<file path="config.mk">
export PLATFORM = sky130hd
export DESIGN_NAME = operand_bypass_unit_flat
export DESIGN_NICKNAME = d
export VERILOG_FILES = /design/src/rtl/operand_bypass_unit_pkg.sv /design/src/rtl/operand_bypass_unit_if.sv /design/src/rtl/operand_bypass_unit_bypass_lookup.sv /design/src/rtl/operand_bypass_unit.sv /design/src/flat_wrapper.sv
export SDC_FILE = /design/constraint.sdc
export NUM_CORES = 1
export LEC_CHECK = 0
export CAP_MARGIN = 20
export CORE_MARGIN = 2
export CORE_UTILIZATION = 35
export CTS_CLUSTER_DIAMETER = 150
export DETAILED_ROUTE_END_ITERATION = 10
export GPL_TIMING_DRIVEN = 1
export HOLD_SLACK_MARGIN = 0.05
export SLEW_MARGIN = 20
export SYNTH_ARGS = -nofsm -noshare
export SYNTH_HDL_FRONTEND = slang
export SYNTH_HIERARCHICAL = 1
export SYNTH_SLANG_ARGS = --single-unit
</file>
<file path="constraint.sdc">
create_clock -name clk -period 3.65 [get_ports clk]
set_input_delay 0.73 -clock clk [delete_from_list [all_inputs] [get_ports clk]]
set_output_delay 0.73 -clock clk [all_outputs]
set_load 0.02 [all_outputs]
</file>
<file path="src/rtl/operand_bypass_unit_pkg.sv">
// Shared definitions for the operand bypass unit.
//  - Default operand and tag widths.
//  - Layout of one writeback-history entry, packed as {valid, tag, data}.
//    The data field sits at bit 0, the tag directly above it, and the valid
//    bit is the MSB.
package operand_bypass_unit_pkg;

    localparam int DEF_WIDTH  = 8;
    localparam int DEF_ADDR_W = 3;

    localparam int ENT_DATA_LSB = 0;

    function automatic int ent_tag_lsb(input int width);
        return width;
    endfunction

    function automatic int ent_valid_bit(input int width, input int addr_w);
        return width + addr_w;
    endfunction

    function automatic int ent_w(input int width, input int addr_w);
        return width + addr_w + 1;
    endfunction

endpackage

</file>
<file path="src/rtl/operand_bypass_unit_if.sv">
// Operand bypass bus.
//  master : writeback port, per-channel read tags / register data /
//           immediates / mode bits, stall; receives operands and hit flags.
//  slave  : the bypass unit itself.
// Per-channel fields are packed with channel c at [c*W +: W].
interface operand_bypass_unit_if
    import operand_bypass_unit_pkg::*;
#(
    parameter int WIDTH  = DEF_WIDTH,
    parameter int ADDR_W = DEF_ADDR_W,
    parameter int NUM_CH = 2
);
    logic                      write_en;
    logic [ADDR_W-1:0]         write_addr;
    logic [WIDTH-1:0]          write_data;
    logic [NUM_CH*ADDR_W-1:0]  read_addr;
    logic [NUM_CH*WIDTH-1:0]   reg_data;
    logic [NUM_CH*WIDTH-1:0]   imm;
    logic [NUM_CH-1:0]         src_sel;
    logic [NUM_CH-1:0]         neg;
    logic                      stall;
    logic [NUM_CH*WIDTH-1:0]   operand;
    logic [NUM_CH-1:0]         fwd_hit;

    modport master (
        output write_en, write_addr, write_data, read_addr, reg_data,
               imm, src_sel, neg, stall,
        input  operand, fwd_hit
    );

    modport slave (
        input  write_en, write_addr, write_data, read_addr, reg_data,
               imm, src_sel, neg, stall,
        output operand, fwd_hit
    );
endinterface

</file>
<file path="src/rtl/operand_bypass_unit_bypass_lookup.sv">
// bypass_lookup: priority match of one read tag against the writeback history.
//  hist       in   DEPTH packed entries, entry 0 = youngest
//  write_*    in   writeback presented this cycle (used when SAME_CYC != 0)
//  tag        in   read tag of this channel
//  reg_data   in   register-file value, used when nothing matches
//  hit        out  1 = data came from the bypass path
//  data       out  selected value
module bypass_lookup
    import operand_bypass_unit_pkg::*;
#(
    parameter int WIDTH    = DEF_WIDTH,
    parameter int ADDR_W   = DEF_ADDR_W,
    parameter int DEPTH    = 2,
    parameter int SAME_CYC = 1
) (
    input  logic [DEPTH*ent_w(WIDTH, ADDR_W)-1:0] hist,
    input  logic                                  write_en,
    input  logic [ADDR_W-1:0]                     write_addr,
    input  logic [WIDTH-1:0]                      write_data,
    input  logic [ADDR_W-1:0]                     tag,
    input  logic [WIDTH-1:0]                      reg_data,
    output logic                                  hit,
    output logic [WIDTH-1:0]                      data
);
    localparam int ENT_W   = ent_w(WIDTH, ADDR_W);
    localparam int TAG_LSB = ent_tag_lsb(WIDTH);
    localparam int V_BIT   = ent_valid_bit(WIDTH, ADDR_W);

    logic [DEPTH-1:0] match;
    logic [WIDTH-1:0] ent_data [DEPTH];
    logic             same_hit;

    generate
        for (genvar gi = 0; gi < DEPTH; gi++) begin : g_ent
            assign match[gi]    = hist[gi*ENT_W + V_BIT] &&
                                  (hist[gi*ENT_W + TAG_LSB +: ADDR_W] == tag);
            assign ent_data[gi] = hist[gi*ENT_W + ENT_DATA_LSB +: WIDTH];
        end
    endgenerate

    assign same_hit = (SAME_CYC != 0) && write_en && (write_addr == tag);

    // Scan oldest to youngest so a younger match overwrites an older one;
    // the in-flight write, when enabled, beats everything in the history.
    always_comb begin
        hit  = 1'b0;
        data = reg_data;
        for (int i = DEPTH - 1; i >= 0; i--) begin
            if (match[i]) begin
                hit  = 1'b1;
                data = ent_data[i];
            end
        end
        if (same_hit) begin
            hit  = 1'b1;
            data = write_data;
        end
    end
endmodule

</file>
<file path="src/rtl/operand_bypass_unit.sv">
// operand_bypass_unit: operand forwarding between register-file read and ALU.
//  clk   in   rising-edge clock
//  rst   in   asynchronous active-high reset
//  bus   slave modport of operand_bypass_unit_if: writeback, per-channel
//        reads/mode bits and stall in; registered operand / fwd_hit out.
// Holds a DEPTH-entry writeback history, forwards the youngest matching value
// per channel, applies immediate select and negate, and registers the result.
module operand_bypass_unit
    import operand_bypass_unit_pkg::*;
#(
    parameter int WIDTH    = DEF_WIDTH,
    parameter int ADDR_W   = DEF_ADDR_W,
    parameter int DEPTH    = 2,
    parameter int NUM_CH   = 2,
    parameter int SAME_CYC = 1
) (
    input  logic                  clk,
    input  logic                  rst,
    operand_bypass_unit_if.slave  bus
);
    localparam int ENT_W = ent_w(WIDTH, ADDR_W);
    localparam logic [WIDTH-1:0] ONE = WIDTH'(1);

    logic [ENT_W-1:0]         hist_reg [DEPTH];
    logic [DEPTH*ENT_W-1:0]   hist_flat;
    logic [ENT_W-1:0]         new_ent;
    logic [NUM_CH*WIDTH-1:0]  operand_reg, operand_next;
    logic [NUM_CH-1:0]        fwd_hit_reg, fwd_hit_next;

    // write_en doubles as the entry's valid bit, so an idle cycle pushes an
    // invalid entry and the history keeps aging.
    assign new_ent = {bus.write_en, bus.write_addr, bus.write_data};

    // The history advances even while stalled so no writeback is lost.
    always_ff @(posedge clk or posedge rst) begin
        if (rst) begin
            for (int i = 0; i < DEPTH; i++) hist_reg[i] <= '0;
        end else begin
            hist_reg[0] <= new_ent;
            for (int i = 1; i < DEPTH; i++) hist_reg[i] <= hist_reg[i-1];
        end
    end

    generate
        for (genvar gi = 0; gi < DEPTH; gi++) begin : g_flat
            assign hist_flat[gi*ENT_W +: ENT_W] = hist_reg[gi];
        end

        for (genvar gi = 0; gi < NUM_CH; gi++) begin : g_ch
            logic             hit_c;
            logic [WIDTH-1:0] data_c;
            logic [WIDTH-1:0] sel_c;

            bypass_lookup #(
                .WIDTH    (WIDTH),
                .ADDR_W   (ADDR_W),
                .DEPTH    (DEPTH),
                .SAME_CYC (SAME_CYC)
            ) u_lookup (
                .hist       (hist_flat),
                .write_en   (bus.write_en),
                .write_addr (bus.write_addr),
                .write_data (bus.write_data),
                .tag        (bus.read_addr[gi*ADDR_W +: ADDR_W]),
                .reg_data   (bus.reg_data[gi*WIDTH +: WIDTH]),
                .hit        (hit_c),
                .data       (data_c)
            );

            // Immediate channels never report a forward, even if a write to
            // the same tag is in flight.
            assign sel_c = bus.src_sel[gi] ? bus.imm[gi*WIDTH +: WIDTH] : data_c;
            assign fwd_hit_next[gi] = hit_c & ~bus.src_sel[gi];
            assign operand_next[gi*WIDTH +: WIDTH] =
                bus.neg[gi] ? (~sel_c + ONE) : sel_c;
        end
    endgenerate

    always_ff @(posedge clk or posedge rst) begin
        if (rst) begin
            operand_reg <= '0;
            fwd_hit_reg <= '0;
        end else if (!bus.stall) begin
            operand_reg <= operand_next;
            fwd_hit_reg <= fwd_hit_next;
        end
    end

    assign bus.operand = operand_reg;
    assign bus.fwd_hit = fwd_hit_reg;
endmodule
</file>
<file path="src/flat_wrapper.sv">
// flat-port wrapper written by rule: the top's interface ports become plain ports
module operand_bypass_unit_flat import operand_bypass_unit_pkg::*;
#(
    parameter int WIDTH    = DEF_WIDTH,
    parameter int ADDR_W   = DEF_ADDR_W,
    parameter int DEPTH    = 2,
    parameter int NUM_CH   = 2,
    parameter int SAME_CYC = 1
)
  (clk, rst, bus_write_en, bus_write_addr, bus_write_data, bus_read_addr, bus_reg_data, bus_imm, bus_src_sel, bus_neg, bus_stall, bus_operand, bus_fwd_hit);
  operand_bypass_unit_if #(.WIDTH(WIDTH), .ADDR_W(ADDR_W), .NUM_CH(NUM_CH)) bus_i ();
  input  logic clk;
  input  logic rst;
  input wire logic [$bits(bus_i.write_en)-1:0] bus_write_en;
  input wire logic [$bits(bus_i.write_addr)-1:0] bus_write_addr;
  input wire logic [$bits(bus_i.write_data)-1:0] bus_write_data;
  input wire logic [$bits(bus_i.read_addr)-1:0] bus_read_addr;
  input wire logic [$bits(bus_i.reg_data)-1:0] bus_reg_data;
  input wire logic [$bits(bus_i.imm)-1:0] bus_imm;
  input wire logic [$bits(bus_i.src_sel)-1:0] bus_src_sel;
  input wire logic [$bits(bus_i.neg)-1:0] bus_neg;
  input wire logic [$bits(bus_i.stall)-1:0] bus_stall;
  output wire logic [$bits(bus_i.operand)-1:0] bus_operand;
  output wire logic [$bits(bus_i.fwd_hit)-1:0] bus_fwd_hit;
  assign bus_i.write_en = bus_write_en;
  assign bus_i.write_addr = bus_write_addr;
  assign bus_i.write_data = bus_write_data;
  assign bus_i.read_addr = bus_read_addr;
  assign bus_i.reg_data = bus_reg_data;
  assign bus_i.imm = bus_imm;
  assign bus_i.src_sel = bus_src_sel;
  assign bus_i.neg = bus_neg;
  assign bus_i.stall = bus_stall;
  assign bus_operand = bus_i.operand;
  assign bus_fwd_hit = bus_i.fwd_hit;
  operand_bypass_unit #(.WIDTH(WIDTH), .ADDR_W(ADDR_W), .DEPTH(DEPTH), .NUM_CH(NUM_CH), .SAME_CYC(SAME_CYC)) u_core (.clk(clk), .rst(rst), .bus(bus_i));
endmodule
</file>
Word level (Yosys, flattened, before mapping) --
Cells that the tools add are included. W data, S select, Z words.
Cells by class: $add $sub $neg 2, eq/ne operators 6, multiplexer cells 16, bitwise logic cells 6, reductions and logical operators 6
Operators with widths (count):
- $mux W8 | 10
- $eq A3 B3 Y1 | 6
- $add A8 B1 Y8 const B | 2
- $not A8 Y8 | 2
- $logic_and A1 B1 Y1 | 6
- $mux W1 | 6
- $and A1 B1 Y1 | 2
- $not A1 Y1 | 2
Storage, ports and cells: register bits 42, input port bits 57, output and inout bits 18, word-level logic and storage cells 40

Longest topological paths before layout --
depth in word-level cells 9, gate-level depth with buffers 12, depth with buffers taken out 10

Hierarchy --
Netlist, hierarchy kept.
By module, submodules not included:
- operand_bypass_unit | times used 1, cells each 165, area an instance 1905.6 um^2, sequential area each 1051.0 um^2
- bypass_lookup | times used 2, cells each 60, area an instance 411.6 um^2, sequential area each 0.0 um^2

Worst setup path before layout --
OpenSTA, ideal clock, no wires.
path kind input -> register, start input bus_read_addr[5], end register u_core.operand_reg[14] (netlist: u_core/bus.operand[14]), library setup time 0.120 ns, arrival 2.695 ns, required time 3.530 ns, setup slack 0.835 ns, cell stages on the path 11, path buffers 1, path through xnor2_2 > nand4bb_1 > buf_4 > a221oi_1 > o31ai_1 > mux2i_4 > ha_1 > nand2b_1 > nand2_1 > or3_1 > and3_1
Between the ends: word-level cells in the longest chain between the ends 9, elaborated cells on any way between the ends 13, those cells by class add/sub: 1; eq/ne: 3; mux: 5; bitwise: 1; reduce/logical: 3
Ends and longest elaborated chain:
- start, declared | line flat_wrapper.sv:17 | input wire logic [$bits(bus_i.read_addr)-1:0] bus_read_addr;
- $eq A3 B3 Y1 | line operand_bypass_unit_bypass_lookup.sv:36 | (hist[gi*ENT_W + TAG_LSB +: ADDR_W] == tag);
- $logic_and A1 B1 Y1 | line operand_bypass_unit_bypass_lookup.sv:35 | assign match[gi] = hist[gi*ENT_W + V_BIT] &&
- $mux W8 (2 in a row) | line operand_bypass_unit_bypass_lookup.sv:49 | if (match[i]) begin
- $mux W8 * | line operand_bypass_unit_bypass_lookup.sv:54 | if (same_hit) begin
- named net u_core.g_ch[1].data_c[0] | line operand_bypass_unit.sv:51 | logic [WIDTH-1:0] data_c;
- $mux W8 * | line operand_bypass_unit.sv:72 | assign sel_c = bus.src_sel[gi] ? bus.imm[gi*WIDTH +: WIDTH] : data_c;
- $not A8 Y8 * | line operand_bypass_unit.sv:75 | bus.neg[gi] ? (~sel_c + ONE) : sel_c;
- $add A8 B1 Y8 * | line operand_bypass_unit.sv:75
- $mux W8 * | line operand_bypass_unit.sv:75
- end signal, assigned | line operand_bypass_unit.sv:84 | operand_reg <= operand_next;
- end, declared | line operand_bypass_unit.sv:27 | logic [NUM_CH*WIDTH-1:0] operand_reg, operand_next;
Mark *: on every way through the listed nets, which the timed path passes. The rest lies on a longest branch. A chain may end at the register's enable or synchronous reset.

Worst setup path in the final report --
start input bus_read_addr[4], end register u_core.operand_reg[14] (netlist: u_core/bus.operand[14])
Same word-level chain as after synthesis.

==> impl_metrics.py <==
metrics = {
    "worst_setup_path": {
        "worstReg2RegStart": "u_core/hist_flat[23]",
        "path_cells": "clkdlybuf4s50_1 -> xor2_1 -> nand4bb_1 -> a221oi_1 -> o31ai_1 -> mux2i_4 -> ha_1 -> nand2b_1 -> nand2_1 -> or3_1 -> and3_1",
        "worst-r2r-cell-count": 9,
        "start_kind": "primary input",
        "endpoint": "u_core/bus.operand[14]",
        "cp_slowest_stage_delay_ns": 0.49,
        "cp_max_fo": 5,
        "crit_start": "bus_read_addr[4]",
        "r2r_slack_ns": 0.95,
        "cp_data_required_time_ns": 3.84,
        "critPathArrivalTime_ns": 3.39,
        "crit_type": "in2reg",
        "reg2reg_to": "u_core/bus.operand[14]",
        "cpMaxStageDelayCell": "clkdlybuf4s50_1",
        "end_kind": "register",
    },
    "min_path": {
        "worstHoldPathCells": 0,
        "min_path_type": "reg2reg",
    },
    "clocking": {
        "cts_hold_buf": 0,
        "cts_sinks": 42,
        "cts_setup_buffers": 0,
        "insertion_delay_ns": 0.30,
        "cts_buffers": 5,
        "post_cts_resized": 0,
        "ctsHtreeMaxLevel": 2,
        "cts.root.buffer_cell": "clkbuf_8",
        "clockBufferDepth": 2,
        "cts.clk_slew.worst_paths_ns": 0.08,
        "cts_tree": "yes",
    },
    "floorplanning": {
        "core_sq_um": 7650,
        "die_h_um": 92.3,
        "initial_core_util_pct": 35.7,
        "pin_count": 75,
        "die-area_sq_um": 8520,
        "rows": 32,
        "die_w_um": 92.3,
    },
    "sta": {
        "fin_crit_ns": 3.20,
        "rsz0062_at_grt": "no",
        "fmax_ghz": 0.313,
        "fin_crit_sh_pct": 87.6,
        "max_slew_margin_pct": 50.6,
        "finalHoldViolations": 0,
        "finalSetupTns_ns": 0,
        "slew_violations": 0,
        "finalSetupViolCount": 0,
        "fin_skew_ns": 0.00811,
        "worstMarginPinSlew_ns": 0.740,
    },
    "detailed_routing": {
        "wl_um": 7680,
        "vias": 2529,
        "ant_nets": 0,
        "wl_per_cell_um": 16.2,
        "drc": 0,
        "initialDrtViolationCount": 169,
        "drt_first_pass_iters": 5,
        "via_per_inst": 5.35,
    },
    "global_route": {
        "grt_pass1_wl_um": 12800,
        "grt_max_degree": 26,
        "grt_antenna_before_repair": 0,
        "grt_use_total_pct": 19.1,
        "overflow": 0,
        "grt_pass1_vias": 2557,
    },
    "synth": {
        "netlist_instances": 285,
        "synthTopCellsByCount": "42 x dfrtp_1, 34 x nand2_1, 33 x nor2_1",
        "yosysTopAreaCell": "dfrtp_1",
        "syn_nets": 344,
        "synth-seq-cells": 42,
        "synth_area_leaders": "dfrtp_1 39%, a221oi_1 5.1%, nand2_1 4.7%, nor2_1 4.5%, xnor2_1 4.5%",
        "synth_edf_count": 0,
        "yosysMostFrequentCell": "dfrtp_1",
        "synth_top_area_share_pct": 38.5,
        "syn_area_sq_um": 2730,
        "ys_async_sr_fraction_pct": 100,
        "synth.distinct_cells": 52,
        "syn_area_per_cell_sq_um": 9.57,
        "yosys_warnings": 6,
        "synth_ff_type": "dfrtp_1",
        "synth_seq_area_share_pct": 38.5,
    },
    "cells_and_area": {
        "multi_input_area_sq_um": 1540,
        "largest_reg_flops": 24,
        "final_util_pct": 48.6,
        "nets": 429,
        "fill_cells": 719,
        "drive_above_1_share_pct": 11.3,
        "ff_latch_area_sq_um": 1050,
        "area_delta_synth_final_pct": 36.1,
        "antenna_cells": 0,
        "layoutNonFillerInstCount": 473,
    },
    "placement": {
        "numPortBuffers": 74,
        "gp_congestion": 0.873,
        "place.detailed.hpwl_um": 6030,
        "dpl.cell_count": 465,
    },
    "pwr": {
        "clockPowerShare_pct": 24.2,
        "p_switching_w": 0.000428,
        "pwr-share-comb_pct": 34.5,
        "ir_worst_vdd_uv": 159,
        "intPower_w": 0.000878,
        "sequentialPowerShare_pct": 41.4,
        "power_density_nw_per_um2": 352,
        "finalPower_w": 0.00131,
        "swShare_pct": 32.8,
        "leakagePower_nw": 1.54,
    },
    "outcome": {
        "outcome": "finished clean",
    },
    "job": {
        "cap_violations": 0,
    },
}
-- final cells by class --
cell class / instances / share of cell area, %
Sequential cell: 42 / 28.3
Timing Repair Buffer: 93 / 23.8
Multi-Input combinational cell: 224 / 41.6
Tap cell: 102 / 3.44
Clock buffer: 5 / 1.85
Clock inverter: 3 / 0.674
Inverter: 4 / 0.404
-- worst min path at each step --
stage	endpoint	slack (ns)	from
floorplan	u_core/hist_flat[12]	0.38	u_core/hist_flat[0]
global placement	u_core/hist_flat[19]	0.39	u_core/hist_flat[7]
detailed placement	u_core/hist_flat[16]	0.39	u_core/hist_flat[4]
CTS	u_core/hist_flat[17]	0.42	u_core/hist_flat[5]
global route	u_core/hist_flat[16]	0.43	u_core/hist_flat[4]
finish	u_core/hist_flat[19]	0.41	u_core/hist_flat[7]
-- per-stage QoR --
stage	hold slack (ns)	setup slack, ns	cell area, sq um
detailed placement	0.392	0.106	3620
floorplan	0.375	0.835	2730
global route	0.433	0.304	3710
global placement	0.391	0.215	3620
finish	0.413	0.454	3710
CTS	0.418	0.440	3710
-- layer usage --
layer  track usage, %  share of wire, %  vias up
met3             3.34               6.4       13
met4             7.71               2.2        0
met1             25.7                45     1195
met5                0                 0        -
met2             30.5                46       92
li1                 -                 -     1229
-- layout by cell type (no fill, tap or decap), drive strengths merged, types with 7 or more instances in the layout --
cell	instances
clkdlybuf4s50	74
a221oi	16
o21ai	8
buf	19
o31ai	17
dfrtp	42
nor2	33
xor2	7
nand2	34
nor3	7
xnor2	16
and3	19
mux2i	14
-- logic make-up after synthesis --
kind of cell | Yosys count | share of synthesized area, %
adder cells (fa/ha/maj) | 2 | 0.917
AO/OA/AOI/OAI | 67 | 18.8
multiplexers | 17 | 7.38
XOR/XNOR | 23 | 7.93
flip-flops | 42 | 38.5
AND/OR/NAND/NOR | 115 | 21.5
buffers and inverters | 19 | 4.91
-- power by group through the flow --
stage | clock network [W] | logic (W) | registers, W
after floorplan | 0 | 0.000211 | 0.000583
after global placement | 0 | 0.000449 | 0.000549
after detailed placement | 0 | 0.000452 | 0.000550
after CTS | 0.000333 | 0.000453 | 0.000541
after global routing | 0.000350 | 0.000491 | 0.000547
final | 0.000316 | 0.000450 | 0.000540
-- critical path, delay by kind of cell --
family                     cells  cell delay (ns)
AOI/OAI and AO/OA              2             0.53
xor gates and xnor gates       1             0.20
adders and majority gates      1             0.19
buffers and inverters          1             0.49
muxes                          1             0.23
and+or+nand+nor                5             1.01
(Power assumes the default switching activity.)
